==> src/rtl/rx_buffer_module.sv <==
// Receive-side byte buffer: captures bytes on the receiver's done edge into a FIFO
// and serves them through a request / registered-response read port with status.
module rx_buffer_module #(
    parameter int unsigned DEPTH_LOG2 = 4
) (
    input  logic                  CLK,
    input  logic                  RSTn,
    input  logic                  RX_Done_Sig,
    input  logic [7:0]            RX_Data,
    output logic                  RX_En_Sig,
    input  logic                  Read_Req_Sig,
    output logic [7:0]            Read_Data,
    output logic                  Read_Valid_Sig,
    output logic                  Empty_Sig,
    output logic                  Full_Sig,
    output logic [DEPTH_LOG2:0]   Count,
    output logic                  Overflow_Sig,
    input  logic                  Clr_Sig
);

    localparam int unsigned         DEPTH     = 1 << DEPTH_LOG2;
    localparam logic [DEPTH_LOG2:0] DEPTH_CNT = (DEPTH_LOG2 + 1)'(DEPTH);
    localparam logic [DEPTH_LOG2:0] ONE       = 1;

    logic [7:0]            mem [DEPTH];
    logic [DEPTH_LOG2-1:0] wptr;
    logic [DEPTH_LOG2-1:0] rptr;
    logic                  done_q;
    logic                  wr;
    logic                  rd;
    logic                  wr_ok;
    logic [DEPTH_LOG2:0]   count_next;

    // A write while full is dropped even if a read frees a slot in the same cycle.
    always_comb begin
        wr         = RX_Done_Sig & ~done_q;
        rd         = Read_Req_Sig & ~Empty_Sig;
        wr_ok      = wr & ~Full_Sig;
        count_next = Count;
        if (Clr_Sig) begin
            count_next = '0;
        end else begin
            case ({wr_ok, rd})
                2'b10:   count_next = Count + ONE;
                2'b01:   count_next = Count - ONE;
                default: count_next = Count;
            endcase
        end
    end

    always_ff @(posedge CLK) begin
        if (wr_ok && !Clr_Sig) begin
            mem[wptr] <= RX_Data;
        end
    end

    always_ff @(posedge CLK or negedge RSTn) begin
        if (!RSTn) begin
            wptr           <= '0;
            rptr           <= '0;
            done_q         <= 1'b0;
            Count          <= '0;
            Empty_Sig      <= 1'b1;
            Full_Sig       <= 1'b0;
            Overflow_Sig   <= 1'b0;
            RX_En_Sig      <= 1'b0;
            Read_Data      <= '0;
            Read_Valid_Sig <= 1'b0;
        end else begin
            done_q    <= RX_Done_Sig;
            Count     <= count_next;
            Empty_Sig <= (count_next == '0);
            Full_Sig  <= (count_next == DEPTH_CNT);
            RX_En_Sig <= (count_next < DEPTH_CNT);
            if (Clr_Sig) begin
                wptr           <= '0;
                rptr           <= '0;
                Overflow_Sig   <= 1'b0;
                Read_Valid_Sig <= 1'b0;
            end else begin
                Read_Valid_Sig <= rd;
                if (wr_ok) begin
                    wptr <= wptr + 1'b1;
                end
                if (wr && Full_Sig) begin
                    Overflow_Sig <= 1'b1;
                end
                if (rd) begin
                    Read_Data <= mem[rptr];
                    rptr      <= rptr + 1'b1;
                end
            end
        end
    end

endmodule

==> config.mk <==
export PLATFORM = sky130hd
export DESIGN_NAME = rx_buffer_module
export DESIGN_NICKNAME = d
export VERILOG_FILES = /design/src/rtl/rx_buffer_module.sv
export SDC_FILE = /design/constraint.sdc
export NUM_CORES = 1
export LEC_CHECK = 0
export ABC_AREA = 1
export BUFFER_PORTS_ARGS = -buffer_cell sky130_fd_sc_hd__buf_2
export CAP_MARGIN = 15
export CORE_ASPECT_RATIO = 1.1
export CORE_MARGIN = 2
export CORE_UTILIZATION = 40
export CTS_CLUSTER_SIZE = 25
export DETAILED_ROUTE_END_ITERATION = 8
export MAX_ROUTING_LAYER = met4
export PLACE_DENSITY = 0.62
export SYNTH_ARGS = -nofsm -noshare
export SYNTH_HDL_FRONTEND = slang
export SYNTH_SLANG_ARGS = --single-unit
==> constraint.sdc <==
create_clock -name CLK -period 2.61 [get_ports CLK]
set_input_delay 0.522 -clock CLK [delete_from_list [all_inputs] [get_ports CLK]]
set_output_delay 0.522 -clock CLK [all_outputs]
set_load 0.1 [all_outputs]
# Yosys cells after proc, flatten, opt, wreduce, memory -nomap -nowiden
# Memory sizes are Yosys's and may differ from the RTL's. A register that Yosys moved wholly into a read port is not among the register bits.
# Cells that the tools add are included.
# word_totals
mem_bits_rw,128
elab_cells,45
regBits,19
n_memories,1
out_inout_bits,18
in_bits,13
# memory_table
memory,depth,word_bits,rd,rd_clocked_by_memory_dff,wr,line,text
mem,16,8,1,1,1,25,logic [7:0] mem [DEPTH];
# classes
addsub,4
bitwise,7
reduce_logical,9
n_eq_ne,3
n_mux,11
n_lt_le_gt_ge,1
# op_table
operator,count
4-bit two-way mux,4
5-bit case mux with 2 select lines,1
4-bit by 1-bit adder with 4-bit output (second input constant),2
2-bit nonzero test,3
5-bit by 1-bit adder with 5-bit output (second input constant),1
5-bit equality test (second input constant),1
5-bit zero test,1
5-bit < comparator (second input constant),1
1-bit two-way mux,5
5-bit two-way mux,1
5-bit by 1-bit subtractor with 5-bit output (second input constant),1
1-bit NOT,4
1-bit AND,3
2-bit by 1-bit equality test with 1-bit output (second input constant),1
2-bit equality test (second input constant),1
1-bit logical AND,2
1-bit zero test,2
2-bit AND reduction,1

# Depth between registers and ports, before layout
# depth
word_depth,7
mapped_depth,16
mapped_depth_nobuf,16

# Worst setup path before layout
# Ideal clock, no wire load.
# synth_path
path_kind,register to register
startpoint,register Full_Sig
endpoint,register Empty_Sig
path_buffers,0
slack_ns,0.037
path_stages_with_launch,13
setup_time_ns,0.067
arrival_ns,2.505
cell_sequence,dfrtp_1 -> inv_1 -> nand3_4 -> nand3_1 -> nand2_1 -> inv_2 -> ha_1 -> o21ai_0 -> a21oi_1 -> or2_2 -> a21oi_2 -> nand2_1 -> nor2_1
# synth_via
elab_chain_cells,6
# synth_rtl
item,line,text
from (decl),15,"output logic Full_Sig,"
from (signal assigned),73,Full_Sig <= (count_next == DEPTH_CNT);
1-bit NOT (*),38,wr_ok = wr & ~Full_Sig;
1-bit AND (*),38,
2-bit by 1-bit equality test with 1-bit output / 2-bit equality test (equally long branches),43,"case ({wr_ok, rd})"
5-bit case mux with 2 select lines (*),43,
5-bit two-way mux (*),40,if (Clr_Sig) begin
net count_next[1],32,logic [DEPTH_LOG2:0] count_next;
5-bit zero test (*),72,Empty_Sig <= (count_next == '0);
to (signal assigned),72,
to (decl),14,"output logic Empty_Sig,"
# The timed path passes the listed nets; every way through them passes the cells marked *.
# A chain may end at the register's enable or synchronous reset.

# Worst setup path in the final report
# layout_path
startpoint,register Empty_Sig
endpoint,register Empty_Sig
# layout_via
elab_chain_cells,6
# layout_rtl
item,line,text
1-bit NOT (*),37,rd = Read_Req_Sig & ~Empty_Sig;
1-bit AND (*),37,
2-bit by 1-bit equality test with 1-bit output / 2-bit equality test (equally long branches),43,
5-bit case mux with 2 select lines (*),43,
5-bit two-way mux (*),40,
net count_next[1],32,
5-bit zero test (*),72,
# Marked as above.

==> flow_metrics.env <==
export IMPL_synth_mux_area_fraction_pct=0
export IMPL_first_pass_iters=5
export IMPL_wirelength_mm=14.7
export IMPL_hold_class="in -> async"
export IMPL_cts_setup_buffers=0
export IMPL_num_nets_final=607
export IMPL_design_area_um2=7400
export IMPL_critical_path_slowest_cell="dfstp_2"
export IMPL_drive_above_1_share_pct=16.7
export IMPL_whs_ps=119
export IMPL_slew_violations=0
export IMPL_synth_simple_area_share_pct=12.5
export IMPL_fin_crit_ps=2110
export IMPL_n_antenna_cell=0
export IMPL_ys_types=34
export IMPL_root_buffer="clkbuf_16"
export IMPL_core_um2=15700
export IMPL_final_cell_mix="edfxtp_1, nor2_1, o21ai_0"
export IMPL_fin_ws_ps=500
export IMPL_area_delta_synth_final_pct=14.8
export IMPL_outcome="finished clean"
export IMPL_yosys_top_cells_area="edfxtp_1, dfrtp_1, o21ai_0, nor2_1, o22ai_1"
export IMPL_cellPowerDensity_nw_per_um2=965
export IMPL_drc=0
export IMPL_via_count=4277
export IMPL_dp_slack_ps=331
export IMPL_rsz0062_at_grt="false"
export IMPL_drt_iter0_markers=248
export IMPL_grt_pass1_vias=4201
export IMPL_crit_family="simple AND/OR/NAND/NOR gates"
export IMPL_track_usage_pct=18.4
export IMPL_r2r_cells=12
export IMPL_ys_seq_area_share_pct=70.1
export IMPL_avgSynthCellArea_um2=11.9
export IMPL_final_common_cell="edfxtp_1"
export IMPL_antenna_left=0
export IMPL_endpoint_kind="flip-flop"
export IMPL_dieArea_um2=17200
export IMPL_gp_congestion=0.842
export IMPL_setup_viol=0
export IMPL_ctsResizeCount=0
export IMPL_grt_overflow=0
export IMPL_fmax_ghz=0.474
export IMPL_cts_buffers=17
export IMPL_synth_seq_cells=155
export IMPL_synth_compound_area_share_pct=11.7
export IMPL_min_period_over_period_pct=80.8
export IMPL_ctsHoldBuffers=0
export IMPL_yosys_warnings=0
export IMPL_start_util_pct=41.0
export IMPL_critPathMaxFanout=9
export IMPL_synth_area_leader_cell="edfxtp_1"
export IMPL_htree_levels=4
export IMPL_netlist_instances=542
export IMPL_cts_buffer_depth=2
export IMPL_drv_cap=0
export IMPL_io_pins=31
export IMPL_fp_row_count=48
export IMPL_worst_pin_slew_ps=635
export IMPL_dpl_hpwl_mm=9.25
export IMPL_die_y_um=137
export IMPL_crit_path_start_kind="flip-flop"
export IMPL_fin_cells=799
export IMPL_finalPower_mw=7.14
export IMPL_arrival_ps=2460
export IMPL_regToRegStartpoint="Empty_Sig$_DFF_PN1_"
export IMPL_path_class="reg -> reg"
export IMPL_io_buffers=30
export IMPL_hold_viol=0
export IMPL_path_cells="nor2_8, nand2_4, nand2_1, nand2_1, inv_2, ha_1, o21ai_0, a21oi_1, or2_2, a21oi_2, nand2_1, nor2_1"
export IMPL_synth_adder_area_share_pct=1.36
export IMPL_clock_latency_ps=410
export IMPL_relSlewSlack_pct=57.7
export IMPL_clkTransAtPathRegs_ps=60
export IMPL_grt_max_degree=66
export IMPL_grt_pass1_wl_mm=23.0
export IMPL_synth_nets=562
export IMPL_finClkSkew_ps=6.05
export IMPL_placed_area_um2=6870
export IMPL_die_width_um=125
export IMPL_via_per_inst=5.35
export IMPL_fin_tns_setup_ps=0
export IMPL_synth_top_area_share_pct=59.6
export IMPL_wl_per_cell_um=18.4
export IMPL_antenna_found_initial=0
export IMPL_synthesis_area_um2=6450
export IMPL_r2r_end="Empty_Sig$_DFF_PN1_"
export IMPL_cp_slowest_stage_delay_ps=580
export IMPL_crit_top_cell="nand2_1"
export IMPL_reg2reg_slack_ps=500
export IMPL_yosys_area_share_xor_xnor_pct=0.388
export IMPL_cts_tree="built"
export IMPL_placedCellCount=768
export IMPL_clock_sinks=155
export IMPL_utilization_pct=47.0
export IMPL_critPathRequiredTime_ps=2960
export IMPL_ir_drop_uv=508
export IMPL_synth_top_family_by_area="simple AND/OR/NAND/NOR gates"
export IMPL_path_buf_inv=1
export IMPL_p_leak_nw=2.75
-- worst max path at each step --
stage                              startpoint                  end  depth (start not counted)  slack (ps)
after floorplan            Full_Sig$_DFF_PN0_  Empty_Sig$_DFF_PN1_                         12          40
after global placement           Read_Req_Sig  Empty_Sig$_DFF_PN1_                         13         420
after detailed placement         Read_Req_Sig   Full_Sig$_DFF_PN0_                         13         330
after CTS                 Empty_Sig$_DFF_PN1_   Full_Sig$_DFF_PN0_                         12         510
after global routing         done_q$_DFF_PN0_  Empty_Sig$_DFF_PN1_                         13         360
final                     Empty_Sig$_DFF_PN1_  Empty_Sig$_DFF_PN1_                         12         500
-- cells by family after synthesis --
kind of cell | Yosys count
and+or+nand+nor | 188
buffers and inverters | 52
DFF | 155
xor gates and xnor gates | 2
adders and majority gates | 7
AOI/OAI and AO/OA | 138
-- per-layer routing --
layer  wire [µm]  global-route usage [%]  part of all wire, %  vias up
met5           0                       -                    0        -
met4         376                    7.90                  2.6        0
met3         745                    3.36                  5.1       25
met2        7590                    30.7                   52      133
met1        6020                    22.2                   41     2090
li1            -                       -                    -     2029
-- flip-flops by register name (all words and copies together) (netlist names) --
| register | count |
|---|---|
| done_q | 1 |
| Count | 5 |
| RX_En_Sig | 1 |
| Empty_Sig | 1 |
| Overflow_Sig | 1 |
| Read_Data | 8 |
| Read_Valid_Sig | 1 |
| Full_Sig | 1 |
| mem | 128 |
| rptr | 4 |
| wptr | 4 |
-- layout make-up --
cell class / instances / area, µm²
Multi-Input combinational cell: 335 / 1670
Inverter: 26 / 100
Clock inverter: 14 / 105
Fill cell: 1420 / 8330
Tap cell: 200 / 250
Clock buffer: 17 / 425
Timing Repair Buffer: 52 / 328
Sequential cell: 155 / 4520
-- report_power, final --
group | leakage (nW) | internal (mW) | total, mW | switching [mW]
Sequential | 1.50 | 2.81 | 2.91 | 0.0925
Combinational | 0.997 | 0.417 | 2.02 | 1.61
Clock | 0.255 | 1.29 | 2.21 | 0.926
Total | 2.75 | 4.52 | 7.14 | 2.62
-- Yosys cell counts (all sizes together) --
cell and n:
nor4 2, xor2 1, a21oi 8, dfstp 1, o21ai 89, or2 1, a21o 1, ha 7
clkbuf 9, nor2 105, buf 17, o22ai 40, nand3 18, dfrtp 26, nand2 60, xnor2 1
nor3 2, inv 26, edfxtp 128
No activity file was read; power rests on OpenSTA's default activity.
